--- config.mk ---
export PLATFORM = sky130hd
export DESIGN_NAME = mem_wb_stage
export DESIGN_NICKNAME = d
export VERILOG_FILES = /design/src/rtl/mem_wb_stage.sv
export SDC_FILE = /design/constraint.sdc
export NUM_CORES = 1
export LEC_CHECK = 0
export ABC_AREA = 1
export CORE_AREA = 2 2 151 153
export CTS_CLUSTER_DIAMETER = 50
export DETAILED_ROUTE_END_ITERATION = 6
export DIE_AREA = 0 0 153 155
export DONT_BUFFER_PORTS = 1
export RECOVER_POWER = 100
export SLEW_MARGIN = 25
export SYNTH_ARGS = -nofsm -noshare
export SYNTH_HDL_FRONTEND = slang
export SYNTH_SLANG_ARGS = --single-unit
--- constraint.sdc ---
create_clock -name clk -period 2.97 [get_ports clk]
set_input_delay 0.594 -clock clk [delete_from_list [all_inputs] [get_ports clk]]
set_output_delay 0.594 -clock clk [all_outputs]
set_load 0.02 [all_outputs]
--- src/rtl/mem_wb_stage.sv ---
`default_nettype none
// ============================================================================
// mem_wb_stage : RV32I memory-access / write-back pipeline register
// Rev 1.0
// ============================================================================
module mem_wb_stage #(
   parameter int BUS_WIDTH   = 32,
   parameter int TIMEOUT_CYC = 16
) (
   input  logic                 clk,
   input  logic                 rst,
   input  logic                 flush,
   input  logic                 ex_valid,
   input  logic [BUS_WIDTH-1:0] ex_alu_result,
   input  logic [BUS_WIDTH-1:0] ex_store_data,
   input  logic [BUS_WIDTH-1:0] ex_pc,
   input  logic [BUS_WIDTH-1:0] ex_csr_rdata,
   input  logic [4:0]           ex_rd,
   input  logic                 ex_reg_wr,
   input  logic [1:0]           ex_wb_sel,
   input  logic                 ex_mem_rd,
   input  logic                 ex_mem_wr,
   input  logic [2:0]           ex_funct3,
   output logic                 dmem_req,
   output logic                 dmem_we,
   output logic [BUS_WIDTH-1:0] dmem_addr,
   output logic [BUS_WIDTH-1:0] dmem_wdata,
   output logic [3:0]           dmem_wmask,
   input  logic                 dmem_ack,
   input  logic [BUS_WIDTH-1:0] dmem_rdata,
   output logic                 stall_o,
   output logic [1:0]           wb_sel,
   output logic [BUS_WIDTH-1:0] wb_alu,
   output logic [BUS_WIDTH-1:0] wb_load,
   output logic [BUS_WIDTH-1:0] wb_pc4,
   output logic [BUS_WIDTH-1:0] wb_csr,
   output logic [4:0]           wb_rd,
   output logic                 wb_reg_wr,
   output logic                 misalign_o,
   output logic                 bus_err_o
);

   localparam int                 c_CNT_W   = $clog2(TIMEOUT_CYC + 1);
   localparam logic [c_CNT_W-1:0] c_TIMEOUT = c_CNT_W'(TIMEOUT_CYC);

   typedef enum logic [0:0] {
      S_IDLE = 1'b0,
      S_WAIT = 1'b1
   } state_t;

   state_t             state_q, state_d;
   logic [c_CNT_W-1:0] cnt_q, cnt_d;

   logic [1:0]           wb_sel_q;
   logic [BUS_WIDTH-1:0] wb_alu_q, wb_load_q, wb_pc4_q, wb_csr_q;
   logic [4:0]           wb_rd_q;
   logic                 wb_reg_wr_q;

   logic [1:0]           w_off;
   logic                 w_mem_op;
   logic                 w_misaligned;
   logic                 w_timeout_hit;
   logic                 w_req;
   logic                 w_stall;
   logic [7:0]           w_byte;
   logic [15:0]          w_half;
   logic [BUS_WIDTH-1:0] w_load;
   logic [3:0]           w_mask;
   logic [BUS_WIDTH-1:0] w_wdata;

   assign w_off    = ex_alu_result[1:0];
   assign w_mem_op = ex_valid & ~flush & (ex_mem_rd | ex_mem_wr);

   always_comb begin
      w_misaligned = 1'b0;
      if (w_mem_op) begin
         case (ex_funct3[1:0])
            2'b01:   w_misaligned = w_off[0];
            2'b10:   w_misaligned = (w_off != 2'b00);
            default: w_misaligned = 1'b0;
         endcase
      end
   end

   assign w_timeout_hit = (state_q == S_WAIT) && (cnt_q == c_TIMEOUT);
   assign w_req         = w_mem_op & ~w_misaligned & ~w_timeout_hit;
   assign w_stall       = w_req & ~dmem_ack;

   assign dmem_req   = w_req;
   assign dmem_we    = w_req & ex_mem_wr;
   assign dmem_addr  = {ex_alu_result[BUS_WIDTH-1:2], 2'b00};
   assign dmem_wdata = w_wdata;
   assign dmem_wmask = (w_req & ex_mem_wr) ? w_mask : 4'b0000;
   assign stall_o    = w_stall;
   assign misalign_o = w_misaligned;
   assign bus_err_o  = w_timeout_hit;

   // Load lane extraction and sign/zero extension
   always_comb begin
      case (w_off)
         2'd0:    w_byte = dmem_rdata[7:0];
         2'd1:    w_byte = dmem_rdata[15:8];
         2'd2:    w_byte = dmem_rdata[23:16];
         default: w_byte = dmem_rdata[31:24];
      endcase
      w_half = w_off[1] ? dmem_rdata[31:16] : dmem_rdata[15:0];
      case (ex_funct3)
         3'b000:  w_load = {{(BUS_WIDTH-8){w_byte[7]}}, w_byte};
         3'b001:  w_load = {{(BUS_WIDTH-16){w_half[15]}}, w_half};
         3'b100:  w_load = {{(BUS_WIDTH-8){1'b0}}, w_byte};
         3'b101:  w_load = {{(BUS_WIDTH-16){1'b0}}, w_half};
         default: w_load = dmem_rdata;
      endcase
   end

   always_comb begin
      case (ex_funct3[1:0])
         2'b00: begin
            w_mask  = 4'b0001 << w_off;
            w_wdata = {4{ex_store_data[7:0]}};
         end
         2'b01: begin
            w_mask  = 4'b0011 << w_off;
            w_wdata = {2{ex_store_data[15:0]}};
         end
         default: begin
            w_mask  = 4'b1111;
            w_wdata = ex_store_data;
         end
      endcase
   end

   // A dropped request (flush or timeout) also returns WAIT to IDLE
   always_comb begin
      state_d = state_q;
      cnt_d   = cnt_q;
      case (state_q)
         S_IDLE: begin
            if (w_req & ~dmem_ack) begin
               state_d = S_WAIT;
               cnt_d   = c_CNT_W'(1);
            end
         end
         S_WAIT: begin
            if (~w_req | dmem_ack) begin
               state_d = S_IDLE;
               cnt_d   = '0;
            end else begin
               cnt_d = cnt_q + c_CNT_W'(1);
            end
         end
         default: begin
            state_d = S_IDLE;
            cnt_d   = '0;
         end
      endcase
   end

   always_ff @(posedge clk) begin
      if (rst) begin
         state_q <= S_IDLE;
         cnt_q   <= '0;
      end else begin
         state_q <= state_d;
         cnt_q   <= cnt_d;
      end
   end

   always_ff @(posedge clk) begin
      if (rst) begin
         wb_sel_q    <= 2'b00;
         wb_alu_q    <= '0;
         wb_load_q   <= '0;
         wb_pc4_q    <= '0;
         wb_csr_q    <= '0;
         wb_rd_q     <= 5'd0;
         wb_reg_wr_q <= 1'b0;
      end else if (!w_stall) begin
         wb_sel_q    <= ex_wb_sel;
         wb_alu_q    <= ex_alu_result;
         wb_load_q   <= w_load;
         wb_pc4_q    <= ex_pc + BUS_WIDTH'(4);
         wb_csr_q    <= ex_csr_rdata;
         wb_rd_q     <= ex_rd;
         wb_reg_wr_q <= ex_valid & ~flush & ex_reg_wr & ~w_misaligned & ~w_timeout_hit;
      end
   end

   assign wb_sel    = wb_sel_q;
   assign wb_alu    = wb_alu_q;
   assign wb_load   = wb_load_q;
   assign wb_pc4    = wb_pc4_q;
   assign wb_csr    = wb_csr_q;
   assign wb_rd     = wb_rd_q;
   assign wb_reg_wr = wb_reg_wr_q;

endmodule
`default_nettype wire
# After elaboration in Yosys (flattened, before gate mapping)
# Index checks and enable logic that the tools add are counted.
dict set report op_classes {
  n_addsub 2
  eq_ne 9
  shifts 2
  n_mux 14
  bitwise 17
  reduce_logical 5
}
# op count
set op_table {}
lappend op_table {{case mux 32 bit (4 select lines)} 1}
lappend op_table {{case mux 32 bit (2 select lines)} 1}
lappend op_table {{adder 32 x 3 -> 32 bit (second input constant)} 1}
lappend op_table {{case mux 8 bit (3 select lines)} 1}
lappend op_table {{2-to-1 mux 16 bit} 1}
lappend op_table {{2-to-1 mux 5 bit} 2}
lappend op_table {{case mux 5 bit (2 select lines)} 1}
lappend op_table {{bitwise AND 1 bit} 9}
lappend op_table {{case mux 4 bit (2 select lines)} 1}
lappend op_table {{equality test 3 bit (second input constant)} 2}
lappend op_table {{NOT 1 bit} 6}
lappend op_table {{adder 5 x 1 -> 5 bit (second input constant)} 1}
lappend op_table {{equality test 5 bit (second input constant)} 1}
lappend op_table {{equality test 2 x 1 -> 1 bit (second input constant)} 2}
lappend op_table {{equality test 2 bit (second input constant)} 2}
lappend op_table {{zero test 2 bit} 2}
lappend op_table {{2-to-1 mux 4 bit} 1}
lappend op_table {{case mux 1 bit (2 select lines)} 2}
lappend op_table {{<< shifter 1 x 2 -> 4 bit (first input constant)} 1}
lappend op_table {{<< shifter 2 x 2 -> 4 bit (first input constant)} 1}
lappend op_table {{equality test 3 x 1 -> 1 bit (second input constant)} 1}
lappend op_table {{zero test 3 bit} 1}
lappend op_table {{2-to-1 mux 1 bit} 3}
lappend op_table {{!= test 2 bit (second input constant)} 1}
lappend op_table {{other kinds (3)} 4}
dict set report word_totals {
  ff_bits 142
  input_bits 178
  out_inout_bits 209
  word_cells 58
}

# Logic depth before layout (Yosys ltp)
dict set report depth {
  ltp_word 11
  mapped_depth 14
  ltp_nobuf 12
}

# Worst setup path before layout
# No wires, ideal clock.
dict set report synth_path {
  kind {input -> output}
  startpoint {input ex_funct3[1]}
  endpoint {output dmem_wmask[0]}
  arrival_ns 2.079
  setup_slack_ns 0.297
  cell_stages 11
  cell_sequence {inv_1 ha_1 buf_2 nand2_1 nand2_1 nand3_2 inv_1 nor2_1 buf_4 nand2_1 a21oi_1}
}
dict set report synth_via {
  elab_chain_len 8
  word_cells_on_any_way 11
}
# item line
set synth_lines {}
lappend synth_lines {{from (decl)} 23} ;# input logic [2:0] ex_funct3,
lappend synth_lines {{equality test 2 bit / equality test 2 x 1 -> 1 bit (equally long branches)} 77} ;# case (ex_funct3[1:0])
lappend synth_lines {{case mux 1 bit (2 select lines) *} 77}
lappend synth_lines {{2-to-1 mux 1 bit *} 76} ;# if (w_mem_op) begin
lappend synth_lines {{NOT 1 bit *} 86} ;# assign w_req = w_mem_op & ~w_misaligned & ~w_timeout_hit;
lappend synth_lines {{bitwise AND 1 bit * (2 in series)} 86}
lappend synth_lines {{named net dmem_req} 24} ;# output logic dmem_req,
lappend synth_lines {{bitwise AND 1 bit *} 93} ;# assign dmem_wmask = (w_req & ex_mem_wr) ? w_mask : 4'b0000;
lappend synth_lines {{2-to-1 mux 4 bit *} 93}
lappend synth_lines {{to (decl)} 28} ;# output logic [3:0] dmem_wmask,
# The timed path passes the listed nets; every way through them passes the cells marked *.

# Final worst setup path
dict set report layout_path {
  startpoint {input ex_funct3[1]}
  endpoint {output dmem_wdata[31]}
}
dict set report layout_via {
  elab_chain_len 2
  word_cells_on_any_way 3
}
# item line
set layout_lines {}
lappend layout_lines {{equality test 2 x 1 -> 1 bit / zero test 2 bit (equally long branches)} 117} ;# case (ex_funct3[1:0])
lappend layout_lines {{case mux 32 bit (2 select lines) *} 117}
lappend layout_lines {{to (decl)} 27} ;# output logic [BUS_WIDTH-1:0] dmem_wdata,
# Mark *: on every way between the ends. The rest lies on a longest branch, timed or not.

==> flow_summary.json <==
{
  "run_status": "finished clean",
  "post_synth_main_area_contributors": "sky130_fd_sc_hd__dfxtp_1 (39%), sky130_fd_sc_hd__nand2_1 (26%), sky130_fd_sc_hd__nor2_1 (6.2%)",
  "static-leakage-power_nw": 3.81,
  "maxSlewHeadroom_pct": 43.1,
  "timing_hold_violations_final": 0,
  "fp.dieW_um": 153,
  "cpPeakStageDelay_ns": 0.41,
  "grt_pass1_vias": 6261,
  "regToRegSetupSlack_ns": 0.36,
  "totalWireLength_mm": 23.9,
  "drtAntennaViolNets": 0,
  "pwr-share-comb_pct": 9.9,
  "post_cts_repair_timing_setup_buffer_count": 0,
  "synth_most_common_cell": "sky130_fd_sc_hd__nand2_1",
  "async_flop_share_pct": 0,
  "clock_sink_count": 142,
  "io_pins": 387,
  "tritoncts": "yes",
  "cts_root_buf": "sky130_fd_sc_hd__clkbuf_16",
  "critPathLaunchType": "input port",
  "design.die.area_mm2": 0.0237,
  "clock.fmax_mhz": 372,
  "grt_antenna_before_repair": 3,
  "netlist_instances": 1114,
  "drc": 0,
  "worst_path_required_time_ns": 2.38,
  "register_bit_total_from_synthesis": 142,
  "worstPathArrival_ns": 2.09,
  "final_layout_size_suffix_gt1_share_pct": 4.84,
  "crit_start": "ex_funct3[1]",
  "worstHoldPathType": "input port to flip-flop",
  "cts-buffers-inserted": 17,
  "chipHeight_um": 155,
  "number_of_enable_flip_flop_cells_after_synthesis": 0,
  "routability_congestion": 0.942,
  "hold_buffers": 0,
  "worstReg2RegStart": "cnt_q[0]$_SDFFE_PP0P_",
  "setup_total_negative_slack_ns": 0,
  "synth_flop_cell": "sky130_fd_sc_hd__dfxtp_1",
  "synth.top_cells.by_count": "sky130_fd_sc_hd__nand2_1 (500), sky130_fd_sc_hd__dfxtp_1 (142), sky130_fd_sc_hd__nor2_1 (119), sky130_fd_sc_hd__inv_1 (66), sky130_fd_sc_hd__o21ai_0 (58)",
  "dp_cells": 1328,
  "syn-mean-instance-area_um2": 6.47,
  "num_vias": 6666,
  "drt-pass1-iter-count": 5,
  "endpoint_kind": "output pin",
  "internal_power_w": 0.00337,
  "post_synth_instance_area_mm2": 0.00721,
  "power_w": 0.00493,
  "io_buffers": 0,
  "final_min_period_over_clock_period_pct": 90.5,
  "slew_viol_final": 0,
  "clockPowerShare_pct": 43.3,
  "power.share.switching_pct": 31.6,
  "pwr_density_cell_mw_per_mm2": 641,
  "rsz_0062_raised_after_global_routing": "false",
  "vdd_ir_drop_max_mv": 0.267,
  "fillerInstances": 2454,
  "drt-vias-per-instance": 4.90,
  "yosysSeqAreaShare_pct": 39.4,
  "cts-root-to-sink-buffers": 2,
  "synthDominantAreaCellType": "sky130_fd_sc_hd__dfxtp_1",
  "place_hpwl_mm": 18.2,
  "coreArea_mm2": 0.0222,
  "start_util_pct": 32.4,
  "worstMarginPinSlew_ns": 0.852,
  "worst-setup-path-type": "input port to output pin",
  "critPathMaxFanout": 17,
  "finish.cell_count_without_fillers": 1361,
  "timing.critical_path.to": "dmem_wdata[31]",
  "post_drt_wl_per_cell_um": 17.6,
  "final.setup.worst_slack_ns": 0.281,
  "grt_max_degree": 74,
  "worst_r2r_path_depth": 11,
  "grt-ovfl-total": 0,
  "nNetsFinal": 1247,
  "detail_route.iter0.violations": 482,
  "syn_to_final_growth_pct": 6.61,
  "p_sw_w": 0.00156,
  "warnings_from_yosys": 0,
  "critical_path_cell_sequence": "inv_1 -> ha_1 -> nor2_1 -> inv_1 -> a32oi_1 -> nand2_1",
  "clock_latency_ns": 0.42,
  "critPathSlowestCell": "sky130_fd_sc_hd__ha_1",
  "ys_types": 33,
  "seq_power_share_pct": 46.8,
  "path_clk_slew_ns": 0.07,
  "area_share_of_the_leading_cell_type_in_the_synthesized_netlist_pct": 39.4,
  "gr-usage-all-layers_pct": 19.5,
  "number_of_violations_of_the_max_capacitance_limit": 0,
  "rr_endpoint": "wb_load[2]$_SDFFE_PP0P_",
  "post_cts_resized": 0,
  "num_rows": 55,
  "report.final.setup_viol": 0,
  "global_route_wire_length_before_repair_mm": 35.9,
  "place_ws_ns": 0.386,
  "clock-skew-final_ns": 0.0150,
  "final_core_occ_pct": 34.6,
  "cp_common_cell": "sky130_fd_sc_hd__inv_1",
  "h-tree-depth": 4,
  "shortest_period_the_worst_path_allows_ns": 2.69
}
-- power by group through the flow --
stage | clock network, W | logic [W] | registers, W
floorplan | 0 | 0.000485 | 0.00230
global placement | 0 | 0.000489 | 0.00235
detailed placement | 0 | 0.000496 | 0.00235
CTS | 0.00221 | 0.000497 | 0.00231
global route | 0.00228 | 0.000563 | 0.00232
finish | 0.00214 | 0.000489 | 0.00231
-- state kept, by name (all words and copies together), names as in the netlist --
signal,flops
wb_csr,32
wb_pc4,32
wb_reg_wr,1
wb_load,32
state_q,1
cnt_q,5
wb_sel,2
wb_rd,5
wb_alu,32
-- worst min-delay path by stage --
stage | depth (start not counted) | end | slack (ns) | from
2_1_floorplan | 2 | cnt_q[0]$_SDFFE_PP0P_ | 0.49 | cnt_q[0]$_SDFFE_PP0P_
3_3_place_gp | 2 | cnt_q[1]$_SDFFE_PP0P_ | 0.51 | cnt_q[1]$_SDFFE_PP0P_
3_5_place_dp | 2 | cnt_q[0]$_SDFFE_PP0P_ | 0.52 | cnt_q[0]$_SDFFE_PP0P_
4_1_cts | 1 | cnt_q[1]$_SDFFE_PP0P_ | 0.22 | rst
5_1_grt | 1 | cnt_q[1]$_SDFFE_PP0P_ | 0.21 | rst
6_report | 1 | cnt_q[1]$_SDFFE_PP0P_ | 0.23 | rst
-- layout make-up --
| cell class | count | area (um2) | area share (%) |
|---|---|---|---|
| inverter | 71 | 269 | 3.50 |
| tap | 285 | 357 | 4.64 |
| multi-input combinational | 813 | 3490 | 45.4 |
| sequential | 142 | 2840 | 37.0 |
| clock inverter | 14 | 146 | 1.90 |
| timing repair buffer | 17 | 149 | 1.94 |
| clock buffer | 18 | 429 | 5.58 |
| antenna | 1 | 2.50 | 0.0326 |
-- cells in the final DEF, fill, tap and decap left out, types with 2 or more instances in the layout --
cell type	synthesis	layout
sky130_fd_sc_hd__a21oi_1	17	17
sky130_fd_sc_hd__a32oi_1	8	8
sky130_fd_sc_hd__buf_12	0	3
sky130_fd_sc_hd__buf_4	51	9
sky130_fd_sc_hd__clkbuf_1	14	4
sky130_fd_sc_hd__clkbuf_16	0	17
sky130_fd_sc_hd__clkbuf_2	0	2
sky130_fd_sc_hd__clkinv_4	0	2
sky130_fd_sc_hd__clkinvlp_4	0	2
sky130_fd_sc_hd__conb_1	1	2
sky130_fd_sc_hd__dfxtp_1	142	142
sky130_fd_sc_hd__ha_1	7	7
sky130_fd_sc_hd__inv_1	66	68
sky130_fd_sc_hd__inv_6	0	7
sky130_fd_sc_hd__inv_8	0	2
sky130_fd_sc_hd__nand2_1	500	500
sky130_fd_sc_hd__nand2_2	2	2
sky130_fd_sc_hd__nand3_1	51	54
sky130_fd_sc_hd__nand3b_1	12	12
sky130_fd_sc_hd__nand4_1	2	2
sky130_fd_sc_hd__nor2_1	119	122
sky130_fd_sc_hd__nor3_1	3	3
sky130_fd_sc_hd__o211ai_1	6	6
sky130_fd_sc_hd__o21ai_0	58	58
sky130_fd_sc_hd__xnor2_1	3	3
sky130_fd_sc_hd__xor2_1	12	12
-- through the flow --
stage / cell area, um2 / hold WS [ns]
6_report: 7690 / 0.235
5_1_grt: 7680 / 0.210
4_1_cts: 7740 / 0.220
3_5_place_dp: 7160 / 0.516
3_3_place_gp: 7160 / 0.513
2_1_floorplan: 7210 / 0.486
-- kinds of logic after synthesis --
family / count (synthesis) / share of synthesized area [%]
compound gates: 91 / 6.99
fa+ha+maj: 7 / 1.21
flops: 142 / 39.4
simple gates: 698 / 38.8
other cells: 1 / 0.0520
xor+xnor: 15 / 1.82
buf+inv: 160 / 11.6
-- worst max-delay path: cells and delay by family --
kind / cells / cell delay (ns)
buffers and inverters: 2 / 0.47
adders and majority gates: 1 / 0.41
and+or+nand+nor: 2 / 0.40
AOI/OAI and AO/OA: 1 / 0.22
-- routing by layer --
metal  track usage, %  vias to the layer above  share of wire (%)
met4             6.70                        4                2.7
met3             8.47                       42                 11
li1                 -                     3311                  -
met1             23.4                     2953                 42
met5                0                        -               0.10
met2             31.3                      356                 45
Note: power is estimated with default switching activity, not from simulation.
